--- src/rtl/pipe_hazard_unit_if.sv ---
// Decode/hazard-unit bundle: decode slot, per-stage results and the forward/stall/kill/writeback responses.
// Purely combinational wiring; the hazard unit drives the slave-side outputs.
interface pipe_hazard_unit_if #(
    parameter int XLEN   = 32,
    parameter int RIDX_W = 5,
    parameter int DEPTH  = 3
) ();
    logic                    id_valid;
    logic [RIDX_W-1:0]       id_rs1;
    logic [RIDX_W-1:0]       id_rs2;
    logic                    id_use_rs1;
    logic                    id_use_rs2;
    logic [RIDX_W-1:0]       id_rd;
    logic                    id_regwrite;
    logic                    id_is_load;
    logic                    br_taken;
    logic [DEPTH*XLEN-1:0]   stage_data;

    logic                    fwd1_en;
    logic [XLEN-1:0]         fwd1_data;
    logic                    fwd2_en;
    logic [XLEN-1:0]         fwd2_data;
    logic                    stall;
    logic                    kill;
    logic [DEPTH-1:0]        stage_valid;
    logic                    wb_en;
    logic [RIDX_W-1:0]       wb_rd;
    logic [15:0]             stall_count;

    modport master (
        output id_valid, id_rs1, id_rs2, id_use_rs1, id_use_rs2, id_rd,
               id_regwrite, id_is_load, br_taken, stage_data,
        input  fwd1_en, fwd1_data, fwd2_en, fwd2_data, stall, kill,
               stage_valid, wb_en, wb_rd, stall_count
    );

    modport slave (
        input  id_valid, id_rs1, id_rs2, id_use_rs1, id_use_rs2, id_rd,
               id_regwrite, id_is_load, br_taken, stage_data,
        output fwd1_en, fwd1_data, fwd2_en, fwd2_data, stall, kill,
               stage_valid, wb_en, wb_rd, stall_count
    );
endinterface

--- src/rtl/pipe_hazard_unit.sv ---
// In-order pipeline hazard unit: operand forwarding, load-use stall, branch squash, WB tracking.
// Forward/stall/kill are combinational from tracked stage state; a stall inserts one bubble per cycle held.
module pipe_hazard_unit #(
    parameter int XLEN       = 32,
    parameter int RIDX_W     = 5,
    parameter int DEPTH      = 3,
    parameter int LOAD_STAGE = 2,
    parameter int BR_STAGE   = 0,
    parameter int FETCH_LAT  = 2
) (
    input  logic              clk,
    input  logic              rst,
    pipe_hazard_unit_if.slave hz
);
    localparam int KW = (FETCH_LAT > 1) ? $clog2(FETCH_LAT) : 1;

    logic [DEPTH-1:0]  vld_q, vld_d;
    logic [DEPTH-1:0]  rw_q,  rw_d;
    logic [DEPTH-1:0]  ld_q,  ld_d;
    logic [RIDX_W-1:0] rd_q [DEPTH];
    logic [RIDX_W-1:0] rd_d [DEPTH];
    logic [KW-1:0]     kcnt_q, kcnt_d;
    logic [15:0]       scnt_q, scnt_d;

    logic              m1, m2;
    logic              ok1, ok2;
    logic [XLEN-1:0]   d1, d2;
    logic              hz1, hz2;
    logic              br_fire;
    logic              kill_w;
    logic              stall_w;

    // Scan oldest to youngest so the lowest-index match overwrites older ones.
    always_comb begin
        m1  = 1'b0;
        m2  = 1'b0;
        ok1 = 1'b0;
        ok2 = 1'b0;
        d1  = '0;
        d2  = '0;
        for (int k = DEPTH - 1; k >= 0; k--) begin
            if (vld_q[k] && rw_q[k] && (rd_q[k] == hz.id_rs1)) begin
                m1  = 1'b1;
                ok1 = !ld_q[k] || (k >= LOAD_STAGE);
                d1  = hz.stage_data[k*XLEN +: XLEN];
            end
            if (vld_q[k] && rw_q[k] && (rd_q[k] == hz.id_rs2)) begin
                m2  = 1'b1;
                ok2 = !ld_q[k] || (k >= LOAD_STAGE);
                d2  = hz.stage_data[k*XLEN +: XLEN];
            end
        end
        m1 = m1 && hz.id_use_rs1 && (hz.id_rs1 != '0);
        m2 = m2 && hz.id_use_rs2 && (hz.id_rs2 != '0);
        hz1 = m1 && !ok1;
        hz2 = m2 && !ok2;
    end

    always_comb begin
        br_fire = hz.br_taken && (kcnt_q == '0) && vld_q[BR_STAGE];
        kill_w  = br_fire || (kcnt_q != '0);
        stall_w = hz.id_valid && (hz1 || hz2) && !kill_w;

        if (br_fire) begin
            kcnt_d = KW'(FETCH_LAT - 1);
        end else if (kcnt_q != '0) begin
            kcnt_d = kcnt_q - 1'b1;
        end else begin
            kcnt_d = kcnt_q;
        end

        if (stall_w && (scnt_q != 16'hFFFF)) begin
            scnt_d = scnt_q + 16'd1;
        end else begin
            scnt_d = scnt_q;
        end
    end

    // Entries younger than the resolving branch land in stages 1..BR_STAGE after the shift.
    always_comb begin
        vld_d[0] = hz.id_valid && !stall_w && !kill_w;
        rw_d[0]  = hz.id_regwrite;
        ld_d[0]  = hz.id_is_load;
        rd_d[0]  = hz.id_rd;
        for (int k = 1; k < DEPTH; k++) begin
            vld_d[k] = vld_q[k-1] && !(br_fire && (k <= BR_STAGE));
            rw_d[k]  = rw_q[k-1];
            ld_d[k]  = ld_q[k-1];
            rd_d[k]  = rd_q[k-1];
        end
    end

    always_ff @(posedge clk) begin
        if (rst) begin
            vld_q  <= '0;
            rw_q   <= '0;
            ld_q   <= '0;
            kcnt_q <= '0;
            scnt_q <= '0;
            for (int k = 0; k < DEPTH; k++) begin
                rd_q[k] <= '0;
            end
        end else begin
            vld_q  <= vld_d;
            rw_q   <= rw_d;
            ld_q   <= ld_d;
            kcnt_q <= kcnt_d;
            scnt_q <= scnt_d;
            for (int k = 0; k < DEPTH; k++) begin
                rd_q[k] <= rd_d[k];
            end
        end
    end

    assign hz.fwd1_en     = m1 && ok1;
    assign hz.fwd1_data   = (m1 && ok1) ? d1 : '0;
    assign hz.fwd2_en     = m2 && ok2;
    assign hz.fwd2_data   = (m2 && ok2) ? d2 : '0;
    assign hz.stall       = stall_w;
    assign hz.kill        = kill_w;
    assign hz.stage_valid = vld_q;
    assign hz.wb_en       = vld_q[DEPTH-1] && rw_q[DEPTH-1] && (rd_q[DEPTH-1] != '0);
    assign hz.wb_rd       = rd_q[DEPTH-1];
    assign hz.stall_count = scnt_q;
endmodule
--- src/flat_wrapper.sv ---
// flat-port wrapper written by rule: the top's interface ports become plain ports
module pipe_hazard_unit_flat 
#(
    parameter int XLEN       = 32,
    parameter int RIDX_W     = 5,
    parameter int DEPTH      = 3,
    parameter int LOAD_STAGE = 2,
    parameter int BR_STAGE   = 0,
    parameter int FETCH_LAT  = 2
)
  (clk, rst, hz_id_valid, hz_id_rs1, hz_id_rs2, hz_id_use_rs1, hz_id_use_rs2, hz_id_rd, hz_id_regwrite, hz_id_is_load, hz_br_taken, hz_stage_data, hz_fwd1_en, hz_fwd1_data, hz_fwd2_en, hz_fwd2_data, hz_stall, hz_kill, hz_stage_valid, hz_wb_en, hz_wb_rd, hz_stall_count);
  pipe_hazard_unit_if #(.XLEN(XLEN), .RIDX_W(RIDX_W), .DEPTH(DEPTH)) hz_i ();
  input  logic clk;
  input  logic rst;
  input wire logic [$bits(hz_i.id_valid)-1:0] hz_id_valid;
  input wire logic [$bits(hz_i.id_rs1)-1:0] hz_id_rs1;
  input wire logic [$bits(hz_i.id_rs2)-1:0] hz_id_rs2;
  input wire logic [$bits(hz_i.id_use_rs1)-1:0] hz_id_use_rs1;
  input wire logic [$bits(hz_i.id_use_rs2)-1:0] hz_id_use_rs2;
  input wire logic [$bits(hz_i.id_rd)-1:0] hz_id_rd;
  input wire logic [$bits(hz_i.id_regwrite)-1:0] hz_id_regwrite;
  input wire logic [$bits(hz_i.id_is_load)-1:0] hz_id_is_load;
  input wire logic [$bits(hz_i.br_taken)-1:0] hz_br_taken;
  input wire logic [$bits(hz_i.stage_data)-1:0] hz_stage_data;
  output wire logic [$bits(hz_i.fwd1_en)-1:0] hz_fwd1_en;
  output wire logic [$bits(hz_i.fwd1_data)-1:0] hz_fwd1_data;
  output wire logic [$bits(hz_i.fwd2_en)-1:0] hz_fwd2_en;
  output wire logic [$bits(hz_i.fwd2_data)-1:0] hz_fwd2_data;
  output wire logic [$bits(hz_i.stall)-1:0] hz_stall;
  output wire logic [$bits(hz_i.kill)-1:0] hz_kill;
  output wire logic [$bits(hz_i.stage_valid)-1:0] hz_stage_valid;
  output wire logic [$bits(hz_i.wb_en)-1:0] hz_wb_en;
  output wire logic [$bits(hz_i.wb_rd)-1:0] hz_wb_rd;
  output wire logic [$bits(hz_i.stall_count)-1:0] hz_stall_count;
  assign hz_i.id_valid = hz_id_valid;
  assign hz_i.id_rs1 = hz_id_rs1;
  assign hz_i.id_rs2 = hz_id_rs2;
  assign hz_i.id_use_rs1 = hz_id_use_rs1;
  assign hz_i.id_use_rs2 = hz_id_use_rs2;
  assign hz_i.id_rd = hz_id_rd;
  assign hz_i.id_regwrite = hz_id_regwrite;
  assign hz_i.id_is_load = hz_id_is_load;
  assign hz_i.br_taken = hz_br_taken;
  assign hz_i.stage_data = hz_stage_data;
  assign hz_fwd1_en = hz_i.fwd1_en;
  assign hz_fwd1_data = hz_i.fwd1_data;
  assign hz_fwd2_en = hz_i.fwd2_en;
  assign hz_fwd2_data = hz_i.fwd2_data;
  assign hz_stall = hz_i.stall;
  assign hz_kill = hz_i.kill;
  assign hz_stage_valid = hz_i.stage_valid;
  assign hz_wb_en = hz_i.wb_en;
  assign hz_wb_rd = hz_i.wb_rd;
  assign hz_stall_count = hz_i.stall_count;
  pipe_hazard_unit #(.XLEN(XLEN), .RIDX_W(RIDX_W), .DEPTH(DEPTH), .LOAD_STAGE(LOAD_STAGE), .BR_STAGE(BR_STAGE), .FETCH_LAT(FETCH_LAT)) u_core (.clk(clk), .rst(rst), .hz(hz_i));
endmodule
--- config.mk ---
export PLATFORM = sky130hd
export DESIGN_NAME = pipe_hazard_unit_flat
export DESIGN_NICKNAME = d
export VERILOG_FILES = /design/src/rtl/pipe_hazard_unit_if.sv /design/src/rtl/pipe_hazard_unit.sv /design/src/flat_wrapper.sv
export SDC_FILE = /design/constraint.sdc
export NUM_CORES = 1
export LEC_CHECK = 0
export ABC_AREA = 1
export CAP_MARGIN = 10
export CORE_UTILIZATION = 41
export CTS_CLUSTER_DIAMETER = 80
export DETAILED_ROUTE_END_ITERATION = 7
export GPL_TIMING_DRIVEN = 0
export PLACE_DENSITY = 0.83
export RECOVER_POWER = 100
export SYNTH_ARGS = -nofsm -noshare
export SYNTH_HDL_FRONTEND = slang
export SYNTH_SLANG_ARGS = --single-unit
--- constraint.sdc ---
create_clock -name clk -period 2.35 [get_ports clk]
set_clock_uncertainty 0.1 [all_clocks]
set_input_delay 0.47 -clock clk [delete_from_list [all_inputs] [get_ports clk]]
set_output_delay 0.47 -clock clk [all_outputs]
set_load 0.1 [all_outputs]
==> results of run 1 <==
==> through the flow <==
step | hold slack [ns] | utilization [%]
floorplan | 0.2962 | -
CTS | 0.3324 | 90.38
detailed placement | 0.3159 | 75.94
global placement | 0.3066 | 75.94
==> Yosys cell counts, types with 12 or more instances <==
master,instances,area (sq um)
dfxtp_1,40,800.8
nand3_2,15,150.1
nand2_1,178,668.1
o21ai_0,53,265.3
nor2_1,138,518.0
inv_2,13,48.80
inv_1,86,322.8
clkbuf_1,24,90.09
nand4_1,20,125.1
nor3_1,36,180.2
a21oi_1,48,240.2
a211oi_2,12,150.1
nand3_1,26,130.1
==> what timing repair did <==
item                       4_1_cts
setup endpoints to repair      110
hold endpoints to repair         0
gates resized for setup        808
pin swaps                       33
gates cloned                     5
buffers inserted                26
==> cell families after synthesis <==
group	share of synthesized area, %
AOI/OAI and AO/OA	17.49
xor gates and xnor gates	1.317
adders and majority gates	0.3134
buffers and inverters	14.29
DFF	20.06
and+or+nand+nor	46.52
==> per-layer routing <==
metal,GRT usage (%),GRT overflow
met1,77.52,0
met3,63.80,1
met4,83.50,35
met5,16.92,0
met2,94.73,30
==> metrics.csv, run 1 <==
stage,metric,value,unit
clock_tree,clk sink count,40,
floorplanning,Rows,35,
placement,DP Area,7083,sq um
logic_synthesis,Post-Synthesis Cells,733,
clock_tree,Root Driver,clkbuf_8,
sta,worst_ep grt,hz_fwd2_data[10],
floorplanning,number of primary I/O pins,212,
clock_tree,H-tree depth,2,
grt,Congestion Overflow GR,66,
logic_synthesis,sequential-to-total area share from yosys stat,20.06,%
clock_tree,Inserted Clock Buffers,5,
status,last step reached,global routing,
status,status,aborted with a tool error,
logic_synthesis,ys async rst share,0,%
logic_synthesis,Mean Syn Cell Area,5.445,sq um
sta,Worst EP kind,output port,
grt,largest net degree at the start of global routing,15,
logic_synthesis,Post-synth EDFFs,0,
clock_tree,clock tree buffer depth,2,
placement,DP HPWL,14.66,mm
logic_synthesis,Main synth FF type,dfxtp_1,
floorplanning,Initial Util,42.79,%
logic_synthesis,distinct cell type count after synthesis,29,
placement,Port-buffer cells,211,
floorplanning,die width,100.7,um
logic_synthesis,Syn Nets,853,
logic_synthesis,"FF+latch count, synth",40,
placement,Inst Count DP,1073,
placement,pre-CTS setup slack,-2.049,ns
status,error msg,[ERROR GRT-0232] Routing congestion too high. Check the congestion heatmap in the GUI.,
grt,Total Routing Usage GR,78.47,%
floorplanning,Die Height,100.7,um
placement,global placement routability congestion,0.9408,
clock_tree,CTS Hold Buffers Added,0,
logic_synthesis,"Cell Area, Synth",3991,sq um
logic_synthesis,total number of yosys warnings,0,
==> inputs of run 2 (changes only) <==
CORE_UTILIZATION = 40   (was 41)
CTS_CLUSTER_DIAMETER = default   (was 80)
PLACE_DENSITY = default   (was 0.83)
PLACE_DENSITY_LB_ADDON = 0.15   (was default)
==> run 2 against run 1 <==
Net effect:
- the flow now finishes, with violations (negative setup slack)
- synthesized area is the same
- synthesized cell count is the same
==> metrics.csv, run 2 <==
stage,metric,value,unit,change
status,status,"complete, but fails checks",,
status,failing checks,negative setup slack,,
setup_path,CP required,1.78,ns,
logic_synthesis,ys async rst share,0,%,unchanged
route,final wirelength,27.04,mm,
route,Pre-antenna DRT Iters,6,,
setup_path,end of the critical path,hz_fwd2_data[21],,
floorplanning,number of primary I/O pins,212,,unchanged
sta,Setup WS post-layout,-0.8492,ns,
placement,pre-CTS setup slack,-1.968,ns,+0.08149 ns
cells_and_area,share of layout cells above drive strength 1,37.27,%,
cells_and_area,Nets,1117,,
clock_tree,worst-skew pair later-pin latency,0.31,ns,
clock_tree,"CTS clk-pin slew, worst paths",0.09,ns,
power_and_ir_drop,maximum vdd ir drop,453.2,uV,
sta,Fin Hold WS,0.3444,ns,
logic_synthesis,distinct cell type count after synthesis,29,,unchanged
clock_tree,clock tree buffer depth,2,,unchanged
setup_path,register-to-register setup slack,0.01,ns,
setup_path,Worst R2R Path Depth,17,,
setup_path,crit path max fanout,10,,
setup_path,crit end category,output pin,,
sta,Relative slew margins,21.11,%,
clock_tree,CTS Hold Buffers Added,0,,unchanged
clock_tree,clk sink count,40,,unchanged
placement,Port-buffer cells,211,,unchanged
setup_path,RR Endpoint,u_core.hz.stall_count[3]$_SDFFE_PP0P_,,
grt,first-pass GRT wire length,35.17,mm,
logic_synthesis,sequential-to-total area share from yosys stat,20.06,%,unchanged
route,drt drc,0,,
logic_synthesis,Area contributors post-synth,"dfxtp_1 (20%), nand2_1 (17%), nor2_1 (13%), inv_1 (8.1%), o21ai_0 (6.6%)",,
placement,Inst Count DP,1077,,+0.37%
route,Iter 0 DRT Violations,759,,
logic_synthesis,top-count cell post-synth,nand2_1,,
sta,fmax,312.6,MHz,
setup_path,Critical Path Source Type,register,,
grt,initial antenna violation count,2,,
grt,largest net degree at the start of global routing,14,,
logic_synthesis,most frequent cells after synthesis,"nand2_1 (178), nor2_1 (138), inv_1 (86), o21ai_0 (53), a21oi_1 (48)",,
clock_tree,Root Driver,clkbuf_8,,
route,ANT nets after route,0,,
sta,RSZ-0062 raised after global routing,true,,
floorplanning,die width,101.9,um,+1.2%
clock_tree,CTS tree,yes,,
logic_synthesis,"Cell Area, Synth",3991,sq um,unchanged
cells_and_area,Layout area overhead,115.9,%,
flow_run,Max-cap violations,0,,
cells_and_area,max reg flops,16,,
cells_and_area,"Core Util, Final",88.57,%,
cells_and_area,Non-Filler Instances,1134,,
floorplanning,Die Height,101.9,um,+1.2%
logic_synthesis,Post-synth EDFFs,0,,unchanged
clock_tree,H-tree depth,2,,unchanged
logic_synthesis,Mean Syn Cell Area,5.445,sq um,unchanged
logic_synthesis,Main synth FF type,dfxtp_1,,
floorplanning,die area,10380,sq um,
hold_path,Hold WC Path Type,register to register,,
sta,final hold violation count,0,,
floorplanning,Core Area,9729,sq um,
route,vias per inst,6.177,,
logic_synthesis,"FF+latch count, synth",40,,unchanged
sta,slew of the pin with the lowest slew margin,1.188,ns,
logic_synthesis,Syn Nets,853,,unchanged
sta,fin crit period,3.199,ns,
logic_synthesis,top-area cell type share of the netlist area,20.06,%,unchanged
setup_path,Worst EP arrival,2.63,ns,
floorplanning,Initial Util,41.02,%,-1.8 points
setup_path,Setup crit start,u_core.rd_q[0][3]$_SDFF_PP0_,,
route,DR vias,7005,,
cells_and_area,"commonest non-fill, non-tap cells in the layout","nand2_1 (158), nor2_1 (108), clkdlybuf4s50_1 (106), buf_12 (77), inv_1 (69)",,
logic_synthesis,total number of yosys warnings,0,,unchanged
grt,Total Routing Usage GR,45.17,%,
cells_and_area,"commonest non-fill, non-tap cell in the layout",nand2_1,,
power_and_ir_drop,Pwr per Cell Area,221.1,nW/um^2,
clock_tree,Inserted Clock Buffers,5,,unchanged
route,wire length per cell,23.85,um,
logic_synthesis,most area-hungry cell type in the Yosys netlist,dfxtp_1,,
floorplanning,Rows,36,,+2.9%
placement,global placement routability congestion,0.9359,,-0.52%
power_and_ir_drop,static leakage power,0.003644,uW,
grt,Congestion Overflow GR,0,,
logic_synthesis,Post-Synthesis Cells,733,,unchanged
sta,Slew Limit Fails,0,,
placement,DP HPWL,13.40,mm,-8.6%
grt,vias in the first global route,6415,,
sta,setup violators final,67,,
setup_path,RR Startpoint,u_core.rw_q[1]$_SDFF_PP0_,,
sta,Final Cycle Share,136.1,%,
setup_path,Crit Path Category,register to output pin,,
run 2: cell counts after synthesis:
Identical to the previous run, type by type.
run 2: worst max-delay path, stage by stage (launching register included):
cell and delay [ns]:
dfxtp_2 0.33, inv_1 0.10, nand2_1 0.07, nand2_1 0.11, nor2_4 0.05, nand3_4 0.14
buf_4 0.15, clkbuf_4 0.21, o21ai_1 0.11, a21oi_1 0.63, nor3_4 0.19, buf_12 0.23
run 2: timing repair:
item,4_1_cts,5_1_grt
setup buffers,20,30
resized for setup,801,65
cloned,2,2
setup endpoints to repair,108,82
pin swaps,40,19
run 2: worst min path at each step:
stage | slack, ns | to | cells after the start | startpoint
2_1_floorplan | 0.30 | u_core.kcnt_q$_SDFF_PP0_ | 1 | u_core.kcnt_q$_SDFF_PP0_
3_3_place_gp | 0.31 | u_core.rw_q[1]$_SDFF_PP0_ | 2 | u_core.rw_q[0]$_SDFF_PP0_
3_5_place_dp | 0.32 | u_core.rw_q[1]$_SDFF_PP0_ | 2 | u_core.rw_q[0]$_SDFF_PP0_
4_1_cts | 0.32 | u_core.rw_q[1]$_SDFF_PP0_ | 2 | u_core.rw_q[0]$_SDFF_PP0_
5_1_grt | 0.36 | u_core.rw_q[1]$_SDFF_PP0_ | 2 | u_core.rw_q[0]$_SDFF_PP0_
6_report | 0.34 | u_core.rw_q[1]$_SDFF_PP0_ | 2 | u_core.rw_q[0]$_SDFF_PP0_
run 2: report_power, final:
part | switching (uW) | leakage (uW) | internal, uW
clock | 270 | 0.0000585 | 316
combinational | 353 | 0.00325 | 260
sequential | 15.8 | 0.000338 | 691
total | 638 | 0.00364 | 1270
run 2: area by class of cell:
cell class | count | area (sq um)
multi-input cells | 551 | 3575
diodes | 3 | 7.507
clock buffers | 5 | 68.82
fillers | 455 | 1112
repair buffers | 262 | 3192
clock inverters | 3 | 41.29
flip-flops and latches | 40 | 849.6
plain buffers | 35 | 300.3
inverters | 102 | 416.7
well taps | 133 | 166.4
run 2: metrics by stage:
stage / total power [uW] / TNS (ns) / instance area [sq um]
floorplan: 949.6 / -56.01 / 4810
global placement: 1224 / -129.86 / 7088
detailed placement: 1233 / -132.35 / 7088
CTS: 1830 / -19.55 / 8265
global route: 1960 / -40.99 / 8612
finish: 1905 / -36.26 / 8617
run 2: layer usage:
metal	vias to the layer above	track usage, %	share of wire, %	wire [um]
met5	-	0	0.47	127
met4	6	25.82	10	2693
met3	268	25.10	14	3837
li1	2865	-	-	-
met1	3196	48.48	32	8773
met2	670	70.37	43	11610
run 2: logic make-up after synthesis:
group | after synthesis | share of synthesized area (%)
compound gates | 119 | 17.49
buf+inv | 142 | 14.29
flops | 40 | 20.06
xor+xnor | 6 | 1.317
fa+ha+maj | 1 | 0.3134
simple gates | 425 | 46.52
No activity file was read; power rests on OpenSTA's default activity.
==> inputs of run 3 (changes only) <==
CORE_UTILIZATION = 36   (was 40)
SLEW_MARGIN = 0   (was default)
==> run 3 against run 2 <==
Net effect:
- the flow still finishes with violations (negative setup slack)
- non-clock buffer count fell by 22
- cell area fell by 2.7%
- count of clock-buffer cells in the layout rose by 1
- power fell by 3.2%
- sequential power barely moved
- combinational power fell by 7.5%
- flip-flop and latch count did not move
- worst setup slack improved by 0.41 ns
- critical path depth rose by 1
- sequential share of layout area rose by 0.26 points
- routed wire length fell by 34%
- register-to-register slack improved by 0.18 ns
- critical path type unchanged
- largest power group unchanged
==> metrics.csv, run 3 (synthesis gave the netlist of run 2 again) <==
stage,metric,value,unit,change
status,status,"complete, but fails checks",,
status,failing checks,negative setup slack,,
sta,setup violators final,66,,-1.5%
clock_tree,H-tree depth,2,,unchanged
grt,initial antenna violation count,0,,-2
floorplanning,Die Height,107.3,um,+5.3%
grt,Total Routing Usage GR,30.61,%,-15 points
grt,Congestion Overflow GR,0,,unchanged
sta,Slew Limit Fails,0,,unchanged
floorplanning,die width,107.3,um,+5.3%
clock_tree,"CTS clk-pin slew, worst paths",0.08,ns,about the same
cells_and_area,max reg flops,16,,unchanged
floorplanning,number of primary I/O pins,212,,unchanged
route,ANT nets after route,0,,unchanged
setup_path,Critical Path Source Type,register,,
sta,fin crit period,2.785,ns,-0.4145 ns
grt,vias in the first global route,5779,,-9.9%
setup_path,crit end category,output pin,,
clock_tree,clk sink count,40,,unchanged
route,Routed met1 length,6.701,mm,-24%
route,Iter 0 DRT Violations,404,,-47%
power_and_ir_drop,maximum vdd ir drop,382.1,uV,-16%
placement,DP HPWL,12.54,mm,-6.4%
route,met2 WL,9.234,mm,-20%
route,Max Used Layer,met4,,
sta,Relative slew margins,22.33,%,+1.2 points
setup_path,CP required,1.78,ns,about the same
placement,DP Area,7097,sq um,+0.12%
sta,RSZ-0062 raised after global routing,true,,
placement,Port-buffer cells,211,,unchanged
floorplanning,Rows,38,,+5.6%
placement,pre-CTS setup slack,-2.064,ns,-0.09614 ns
sta,Final Cycle Share,118.5,%,-18 points
setup_path,Crit Path Category,register to output pin,,
hold_path,Hold WC Path Type,register to register,,
cells_and_area,ant diodes,0,,-3
route,final wirelength,17.96,mm,-34%
setup_path,crit path max fanout,6,,-4
sta,Fin Hold WS,0.3204,ns,-0.02404 ns
setup_path,CP Buf/Inv Count,4,,unchanged
power_and_ir_drop,Reg power frac,38.3,%,+1.2 points
floorplanning,Initial Util,36.82,%,-4.2 points
power_and_ir_drop,switch share,31.31,%,-2.2 points
power_and_ir_drop,Pwr per Cell Area,220.1,nW/um^2,-0.43%
clock_tree,Inserted Clock Buffers,5,,unchanged
route,wire length per cell,16.09,um,-33%
clock_tree,Root Driver,clkbuf_8,,
power_and_ir_drop,Tot Pwr,1845,uW,-3.2%
flow_run,Max-cap violations,0,,unchanged
setup_path,"slowest stage delay, CP",0.35,ns,-0.28 ns
grt,largest net degree at the start of global routing,13,,-1
route,vias per inst,5.309,,-14%
route,Routed met3 length,1.322,mm,-66%
clock_tree,worst-skew pair later-pin latency,0.30,ns,about the same
cells_and_area,"Design Area, Final",8381,sq um,-2.7%
floorplanning,die area,11510,sq um,+11%
route,drt drc,0,,unchanged
setup_path,Worst EP arrival,2.21,ns,-0.42 ns
sta,setup TNS,-24.52,ns,+11.75 ns
sta,Setup WS post-layout,-0.4347,ns,+0.4145 ns
power_and_ir_drop,clock share of power,31.1,%,+0.4 points
setup_path,Critical-path top delay cell,dfxtp_2,,
setup_path,worst path cell trace,"inv_2, nand2_1, nand2_2, nor2_4, nand3_4, nand3_4, nand3_4, nor2_4, clkinv_4, buf_12, nor3_4, buf_12",,
cells_and_area,"commonest non-fill, non-tap cell in the layout",nand2_1,,
cells_and_area,Nets,1095,,-2.0%
route,DR vias,5925,,-15%
clock_tree,CTS tree,yes,,
setup_path,Worst path top cell family by delay,simple AND/OR/NAND/NOR gates,,
floorplanning,Core Area,10840,sq um,+11%
placement,global placement routability congestion,0.9203,,-1.7%
route,Pre-antenna DRT Iters,5,,-1
clock_tree,clock tree buffer depth,2,,unchanged
power_and_ir_drop,NetSw,577.6,uW,-9.5%
power_and_ir_drop,static leakage power,0.003554,uW,-2.5%
cells_and_area,"commonest non-fill, non-tap cells in the layout","nand2_1 (157), nor2_1 (110), clkdlybuf4s50_1 (106), buf_12 (71), inv_1 (70)",,
cells_and_area,share of layout cells above drive strength 1,35.55,%,-1.7 points
setup_path,CP most frequent cell,nand3_4,,
sta,slew of the pin with the lowest slew margin,1.170,ns,-0.01846 ns
cells_and_area,Layout area overhead,110.0,%,
sta,final hold violation count,0,,unchanged
sta,fmax,359.1,MHz,+15%
grt,first-pass GRT wire length,27.90,mm,-21%
power_and_ir_drop,cell-internal power,1267,uW,about the same
power_and_ir_drop,Gate power share,30.7,%,-1.4 points
run 3: changes by cell type in the layout (fill, tap and decap cells not counted), sizes merged:
cell           before  now
buf               145  119
clkbuf             39   33
clkdlybuf4s15       0    1
clkinv              6    5
diode               3    0
dlygate4sd2        10   20
run 3: what timing repair did:
item | 4_1_cts | 5_1_grt
hold buffers | 0 | 0
pin swaps | 35 | 19
setup buffers | 16 | 6
setup endpoints to repair | 109 | 71
gates resized for setup | 784 | 61
gates cloned | 3 | 0
run 3: metrics by stage:
| stage | utilization [%] | std cells |
|---|---|---|
| after floorplan | - | 733 |
| after global placement | 65.47 | 1084 |
| after detailed placement | 65.47 | 1084 |
| after CTS | 75.62 | 1110 |
| after global routing | 77.31 | 1116 |
| final | 77.31 | 1116 |
run 3: tightest hold or removal path, cell delays in order (launching register included):
cell and delay, ns:
dfxtp_1 0.31, inv_1 0.05, nor2_1 0.03
run 3: cell type report:
type                       count  area, sq um
clock buffer                   6        72.57
buffer                        39        346.6
fill                         776         2460
sequential                    40        848.3
timing repair buffer         236         2928
clock inverter                 2        35.03
tap                          140        175.2
inverter                     102        416.7
multi-input combinational    551         3558
run 3: worst paths after layout:
kind                                start                                endpoint  slack (ns)  depth (start not counted)
min reg2reg     u_core.rw_q[0]$_SDFF_PP0_               u_core.rw_q[1]$_SDFF_PP0_        0.32                          2
max reg2reg  u_core.rd_q[0][9]$_SDFF_PP0_  u_core.hz.stall_count[15]$_SDFFE_PP0P_        0.19                         16
min             u_core.rw_q[0]$_SDFF_PP0_               u_core.rw_q[1]$_SDFF_PP0_        0.32                          2
max          u_core.rd_q[0][9]$_SDFF_PP0_                         hz_fwd1_data[6]       -0.43                         12
run 3: power groups by stage:
stage / Combinational, uW / Clock, uW / Sequential, uW
after floorplan: 212 / 0 / 737
after global placement: 505 / 0 / 718
after detailed placement: 509 / 0 / 719
after CTS: 536 / 580 / 705
after global routing: 602 / 608 / 708
final: 566 / 573 / 706
run 3: per-layer routing:
layer  up-vias  track usage [%]
li1       2811                -
met1      2765            34.39
met2       292            55.67
met3        57            4.782
met4         0            15.56
met5         -                0
